==> config.mk <==
export PLATFORM = sky130hd
export DESIGN_NAME = td4_clock_ctrl
export DESIGN_NICKNAME = d
export VERILOG_FILES = /design/src/rtl/td4_clock_ctrl.sv
export SDC_FILE = /design/constraint.sdc
export NUM_CORES = 1
export LEC_CHECK = 0
export CAP_MARGIN = 20
export CORE_AREA = 2 2 92 50
export CTS_CLUSTER_SIZE = 8
export DETAILED_ROUTE_END_ITERATION = 10
export DIE_AREA = 0 0 94 52
export GPL_TIMING_DRIVEN = 0
export PLACE_DENSITY = 0.72
export SLEW_MARGIN = 25
export SYNTH_ARGS = -nofsm -noshare
export SYNTH_HDL_FRONTEND = slang
export SYNTH_SLANG_ARGS = --single-unit
export TNS_END_PERCENT = 50
==> constraint.sdc <==
create_clock -name clk -period 4.4 [get_ports clk]
set_clock_uncertainty 0.05 [all_clocks]
set_input_delay 0.66 -clock clk [delete_from_list [all_inputs] [get_ports clk]]
set_output_delay 0.66 -clock clk [all_outputs]
set_load 0.03 [all_outputs]
==> src/rtl/td4_clock_ctrl.sv <==
// Clock-enable generator for the TD4 core: halt, push-button single-step, slow and fast auto-run.
// Optional button debounce is built only when CLKCTRL_DEBOUNCE_EN is defined.
module td4_clock_ctrl #(
    parameter int unsigned SLOW_DIV        = 10485760,
    parameter int unsigned FAST_DIV        = 1048576,
    parameter int unsigned DEBOUNCE_CYCLES = 1000000
) (
    input  logic       clk,
    input  logic       rst,
    input  logic [1:0] mode,
    input  logic       step_btn,
    input  logic       halt_req,
    output logic       tick,
    output logic       clk_led,
    output logic [1:0] run_state
);

    typedef enum logic [1:0] {
        S_HALT = 2'b00,
        S_STEP = 2'b01,
        S_RUN  = 2'b10
    } state_t;

    localparam logic [31:0] SLOW_LAST = 32'(SLOW_DIV - 1);
    localparam logic [31:0] FAST_LAST = 32'(FAST_DIV - 1);

    if (SLOW_DIV < 2 || FAST_DIV < 2 || DEBOUNCE_CYCLES < 1) begin : g_bad_params
        $error("td4_clock_ctrl: SLOW_DIV/FAST_DIV must be >= 2 and DEBOUNCE_CYCLES >= 1");
    end

    logic [1:0]  mode_s1_q, mode_s2_q;
    logic        btn_s1_q, btn_s2_q;
    logic [1:0]  sync_vld_q;
    logic        btn_q, btn_prev_q, arm_q, edge_q, edge_d, rise;
    state_t      state_q, state_d;
    logic        fast_q, fast_d, chg;
    logic [31:0] presc_q, presc_d;
    logic        tick_q, tick_d, led_q, led_d;

    always_ff @(posedge clk) begin
        if (rst) begin
            mode_s1_q  <= 2'b00;
            mode_s2_q  <= 2'b00;
            btn_s1_q   <= 1'b0;
            btn_s2_q   <= 1'b0;
            sync_vld_q <= 2'b00;
        end else begin
            mode_s1_q  <= mode;
            mode_s2_q  <= mode_s1_q;
            btn_s1_q   <= step_btn;
            btn_s2_q   <= btn_s1_q;
            sync_vld_q <= {sync_vld_q[0], 1'b1};
        end
    end

`ifdef CLKCTRL_DEBOUNCE_EN
    localparam logic [31:0] DB_LAST = 32'(DEBOUNCE_CYCLES - 1);
    logic        btn_db_q;
    logic [31:0] db_cnt_q;

    always_ff @(posedge clk) begin
        if (rst) begin
            btn_db_q <= 1'b0;
            db_cnt_q <= '0;
        end else if (btn_s2_q != btn_db_q) begin
            if (db_cnt_q == DB_LAST) begin
                btn_db_q <= btn_s2_q;
                db_cnt_q <= '0;
            end else begin
                db_cnt_q <= db_cnt_q + 32'd1;
            end
        end else begin
            db_cnt_q <= '0;
        end
    end

    assign btn_q = btn_db_q;
`else
    assign btn_q = btn_s2_q;
`endif

    // A button held through reset must be seen released before a press can count.
    assign rise = btn_q & ~btn_prev_q & arm_q;

    always_ff @(posedge clk) begin
        if (rst) begin
            state_q <= S_HALT;
            fast_q  <= 1'b0;
        end else begin
            state_q <= state_d;
            fast_q  <= fast_d;
        end
    end

    always_comb begin
        state_d = S_HALT;
        fast_d  = mode_s2_q[0];
        unique case (mode_s2_q)
            2'b00:   state_d = S_HALT;
            2'b01:   state_d = S_STEP;
            default: state_d = S_RUN;
        endcase
    end

    always_comb begin
        chg     = (state_d != state_q) || (state_d == S_RUN && fast_d != fast_q);
        tick_d  = 1'b0;
        presc_d = presc_q;
        edge_d  = rise && (state_q == S_STEP) && (state_d == S_STEP);
        if (chg) begin
            presc_d = '0;
        end else begin
            unique case (state_q)
                S_RUN: begin
                    if (!halt_req) begin
                        if (presc_q == (fast_q ? FAST_LAST : SLOW_LAST)) begin
                            tick_d  = 1'b1;
                            presc_d = '0;
                        end else begin
                            presc_d = presc_q + 32'd1;
                        end
                    end
                end
                S_STEP: begin
                    tick_d  = edge_q;
                    presc_d = '0;
                end
                default: presc_d = '0;
            endcase
        end
        led_d = led_q ^ tick_d;
    end

    always_ff @(posedge clk) begin
        if (rst) begin
            presc_q    <= '0;
            tick_q     <= 1'b0;
            led_q      <= 1'b0;
            btn_prev_q <= 1'b0;
            arm_q      <= 1'b0;
            edge_q     <= 1'b0;
        end else begin
            presc_q    <= presc_d;
            tick_q     <= tick_d;
            led_q      <= led_d;
            btn_prev_q <= btn_q;
            arm_q      <= arm_q | (sync_vld_q[1] & ~btn_s2_q);
            edge_q     <= edge_d;
        end
    end

    assign tick      = tick_q;
    assign clk_led   = led_q;
    assign run_state = state_q;

endmodule

# Word level (Yosys, flattened, before mapping)
# Cells that the tools add are included.
# word_totals
register_bits,48
inputBits,6
output_inout_bits,4
wordCells,45
# classes
add_sub_neg,1
eq_ne,8
muxes,8
n_bitwise,8
n_reduce_logical,6
# op_table
op,count
$add 32x1->32 const B,1
$eq 32x24->1,1
$mux 32,1
$mux 24,1
$eq 2x1->1 const B,3
$eq 2x2->1 const B,2
$mux 1,4
$pmux 2 s2,1
$and 1x1->1,3
$logic_and 1x1->1,3
$not 1->1,3
$reduce_or 3->1,1
$logic_not 2->1,1
$ne 2x2->1,1
$pmux 1 s2,1
$logic_or 1x1->1,1
$ne 1x1->1,1
$or 1x1->1,1
$xor 1x1->1,1

# Logic depth before layout (Yosys ltp)
# Gate-level depths: netlist of run 1.
# depth
depth_word,7
ltp_mapped,9
depth_no_buf,6

# Worst setup path after synthesis of run 1
# OpenSTA, ideal clock, no wires.
# synth_timing
path_kind,input to register
startpoint,input halt_req
endpoint,"register led_q, in the netlist clk_led"
setup_time_ns,0.122
arrival_ns,1.978
t_required_ns,4.228
setup_slack_ns,2.250
path_stages,6
path_buffers,1
cell_sequence,and3b_1 clkbuf_1 nand2_1 nor4_4 a2111oi_1 a311o_1
# synth_via
elab_chain_cells,4
# synth_rtl
element,line_no,rtl
from (decl),12,"input logic halt_req,"
$mux 1,115,if (!halt_req) begin
$pmux 1 s2,113,unique case (state_q)
$mux 1,110,if (chg) begin
$xor 1x1->1,131,led_d = led_q ^ tick_d;
to (signal assigned),145,led_q <= led_d;
to (decl),38,"logic tick_q, tick_d, led_q, led_d;"
# No other way between the ends.
# A chain may end at the register's enable or synchronous reset.

==> results of run 1 <==
-- routing by layer --
metal  wire (µm)  vias to the layer above
met5           0                        -
met2        1450                       47
met3         304                        2
met1        2430                      748
li1            -                      856
met4          14                        0
-- flip-flops by register name, indices dropped and copies added (netlist names) --
signal / flops
arm_q: 1
btn_prev_q: 1
btn_q: 1
btn_s1_q: 1
clk_led: 1
edge_q: 1
fast_q: 1
mode_s1_q: 2
mode_s2_q: 2
presc_q: 32
run_state: 2
sync_vld_q: 2
tick: 1
-- cell type report --
type                    instances  area, µm²  area share
clock inverters                 2       35.0      0.0145
repair buffers                  9       90.1      0.0373
clock buffers                   6       72.6      0.0300
inverters                       9       33.8      0.0140
flip-flops and latches         48        961       0.398
plain buffers                   6       45.0      0.0186
well taps                      57       71.3      0.0295
multi-input cells             175       1110       0.458
-- kinds of logic (layout without fill, tap and decap cells) --
family / after synthesis / after routing
adders and majority gates: 3 / 3
and+or+nand+nor: 123 / 123
buffers and inverters: 15 / 32
DFF: 48 / 48
xor gates and xnor gates: 25 / 25
AOI/OAI and AO/OA: 23 / 23
muxes: 1 / 1
-- power groups by stage --
stage	sequential [mW]	combinational (mW)	clock, mW
after floorplan	0.458	0.0141	0
after global placement	0.455	0.0303	0
after detailed placement	0.455	0.0305	0
after CTS	0.445	0.0306	0.314
after global routing	0.446	0.0334	0.342
final	0.445	0.0308	0.307
-- worst min path at each step --
stage,end,slack [ns],startpoint
global route,mode_s2_q[1],0.41,mode_s1_q[1]
floorplan,btn_q,0.36,btn_s1_q
detailed placement,mode_s2_q[0],0.37,mode_s1_q[0]
global placement,btn_q,0.37,btn_s1_q
CTS,mode_s2_q[0],0.39,mode_s1_q[0]
finish,mode_s2_q[0],0.39,mode_s1_q[0]
-- worst reg2reg max path, delay by kind of cell (launching register included) --
kind,cells,cell delay [ns]
adders and majority gates,1,0.21
and+or+nand+nor,5,1.00
buffers and inverters,3,0.71
DFF,1,0.40
-- cells in the final DEF, fill, tap and decap left out, types with 4 or more instances in the layout --
cell type	synthesis	routed
a21oi_1	11	11
clkbuf_1	3	4
clkbuf_8	0	5
clkdlybuf4s50_1	0	9
dfxtp_1	48	48
inv_1	9	9
nand2_1	12	12
nand3_1	15	15
nand4_1	10	10
nor2_1	35	35
nor2b_1	11	11
nor3_1	7	7
o21ai_0	8	8
xnor2_1	10	10
xor2_1	15	15
-- stage by stage --
step / power [mW] / area [µm²] / hold WS, ns / cells / worst slack, ns
global placement: 0.485 / 2310 / 0.369 / 304 / 1.30
detailed placement: 0.486 / 2310 / 0.371 / 304 / 1.21
CTS: 0.790 / 2420 / 0.390 / 312 / 1.54
floorplan: 0.472 / 2150 / 0.364 / 238 / 2.25
global route: 0.821 / 2420 / 0.411 / 312 / 1.36
finish: 0.783 / 2420 / 0.390 / 312 / 1.50
==> results.sh, run 1 <==
export IMPL_grt_pass1_wl_mm=7.09
export IMPL_track_usage=0.193
export IMPL_worst_path_stages=6
export IMPL_dieArea_um2=4890
export IMPL_vias_per_cell=5.30
export IMPL_synth_top_cells_by_area="dfxtp_1 45%, nor2_1 6.1%, xor2_1 6.1%"
export IMPL_root_buffer="clkbuf_8"
export IMPL_place_congestion=0.859
export IMPL_num_rows=17
export IMPL_fin_crit_sh=0.659
export IMPL_cpPeakStageDelay_ns=0.76
export IMPL_die_h_um=52
export IMPL_maxSlewViolCount=0
export IMPL_drive_gt1_frac=0.0706
export IMPL_switching_share=0.202
export IMPL_regToRegSetupSlack_ns=1.91
export IMPL_ys_ff_latch=48
export IMPL_hold_buffers=0
export IMPL_wl_per_cell_um=13.4
export IMPL_critPathKind="in2reg"
export IMPL_port_buffers=9
export IMPL_tns_ns=0
export IMPL_tightest_slew_ns=0.775
export IMPL_grt_overflow=0
export IMPL_area_growth_pct=12.5
export IMPL_drt_wl_total_mm=4.19
export IMPL_htreeDepth=2
export IMPL_leakage_nw=0.811
export IMPL_synth_simple_area_share=0.330
export IMPL_maxCapViolCount=0
export IMPL_yosys_area_top_type_share=0.448
export IMPL_grt_pass1_vias=1430
export IMPL_cts_tree="yes"
export IMPL_met2_usage=0.231
export IMPL_ios=10
export IMPL_worst_slew_margin_rel=0.479
export IMPL_async_reset_ff_frac=0
export IMPL_path_max_fanout=8
export IMPL_drtPass1Iterations=5
export IMPL_cp_arrival_ns=3.08
export IMPL_peakVddDrop_uv=199
export IMPL_rsz0062_at_grt="false"
export IMPL_worstHoldPathCells=1
export IMPL_synth_edf_count=0
export IMPL_muxShareOfSynthArea=0.00466
export IMPL_synth_area_um2=2150
export IMPL_clockPowerShare=0.392
export IMPL_reg2reg_to="presc_q[17]"
export IMPL_period_minus_slack_ns=2.90
export IMPL_reg2reg_depth=9
export IMPL_synth_top_family_by_area="simple AND/OR/NAND/NOR gates"
export IMPL_internal_power_mw=0.624
export IMPL_diodes=0
export IMPL_post_cts_resized=0
export IMPL_outcome="finished, final reports clean"
export IMPL_met3_usage=0.0522
export IMPL_ant_nets=0
export IMPL_drc=0
export IMPL_cts_setup_buffers=0
export IMPL_p_sw_mw=0.159
export IMPL_yosys_area_share_adder=0.0175
export IMPL_grt_busiest_layer="met1"
export IMPL_crit_path_cell_trace="clkdlybuf4s50_1 -> nand4b_1 -> nor3_1 -> nand2_1 -> or3_1 -> a21oi_1"
export IMPL_start_util=0.518
export IMPL_yosys_cell_types_count=39
export IMPL_max_freq_mhz=345
export IMPL_coreArea_um2=4150
export IMPL_cts_inserted_buffers=5
export IMPL_antenna_found_initial=0
export IMPL_p_seq_frac=0.568
export IMPL_fill_cells=369
export IMPL_start_kind="input pin"
export IMPL_synth_nets=247
export IMPL_clock_path_buffers=2
export IMPL_synth_cells=238
export IMPL_hold_viol=0
export IMPL_yosysSeqAreaShare=0.448
export IMPL_drtIter0Drc=127
export IMPL_grt_max_degree=15
export IMPL_dp_hpwl_mm=3.18
export IMPL_yosysTopAreaCell="dfxtp_1"
export IMPL_fin_util=0.583
export IMPL_vias=1653
export IMPL_die_width_um=94
export IMPL_cp_required_ns=4.58
export IMPL_clk_pin_slew_ns=0.09
export IMPL_ys_warnings_count=0
export IMPL_synth_compound_area_frac=0.0618
export IMPL_clock_sinks=48
export IMPL_hold_class="reg2reg"
export IMPL_endpoint_kind="register"
export IMPL_yosysMostFrequentCell="dfxtp_1"
export IMPL_path_buf_inv=1
export IMPL_synth_main_ff_cell="dfxtp_1"
export IMPL_yosys_top_cells_count="48 x dfxtp_1, 35 x nor2_1, 15 x nand3_1, 15 x xor2_1, 12 x nand2_1"
export IMPL_setup_viol=0
export IMPL_fin_nets=263
export IMPL_clkLatencyLatePin_ns=0.29
export IMPL_setup_worst_path_end="presc_q[31]"
export IMPL_pwr_share_comb=0.039
export IMPL_power_density_nw_per_um2=324
export IMPL_path_delay_family="simple AND/OR/NAND/NOR gates"
export IMPL_crit_slowest_cell="nor3_1"
export IMPL_syn_area_per_cell_um2=9.02
export IMPL_reg2reg_from="presc_q[0]"
export IMPL_met1_usage=0.324
export IMPL_synth_xor_area_frac=0.102
export IMPL_startpoint="halt_req"
Power figures use the tool's default switching activity.
==> run 2, diff against run 1 <==
clock period = 2.83 ns   (was 4.4 ns; I/O delays follow)
==> results of run 2 <==
The final DEF is identical to that of run 1. Status: finished, final reports clean.
Main changes from that run: setup slack after placement 1.21 ns -> -0.128 ns; setup slack after layout 1.50 ns -> 0.164 ns; register-to-register setup slack 1.91 ns -> 0.34 ns; total power 0.783 mW -> 1.22 mW; worst IR drop on VDD 199 µV -> 309 µV
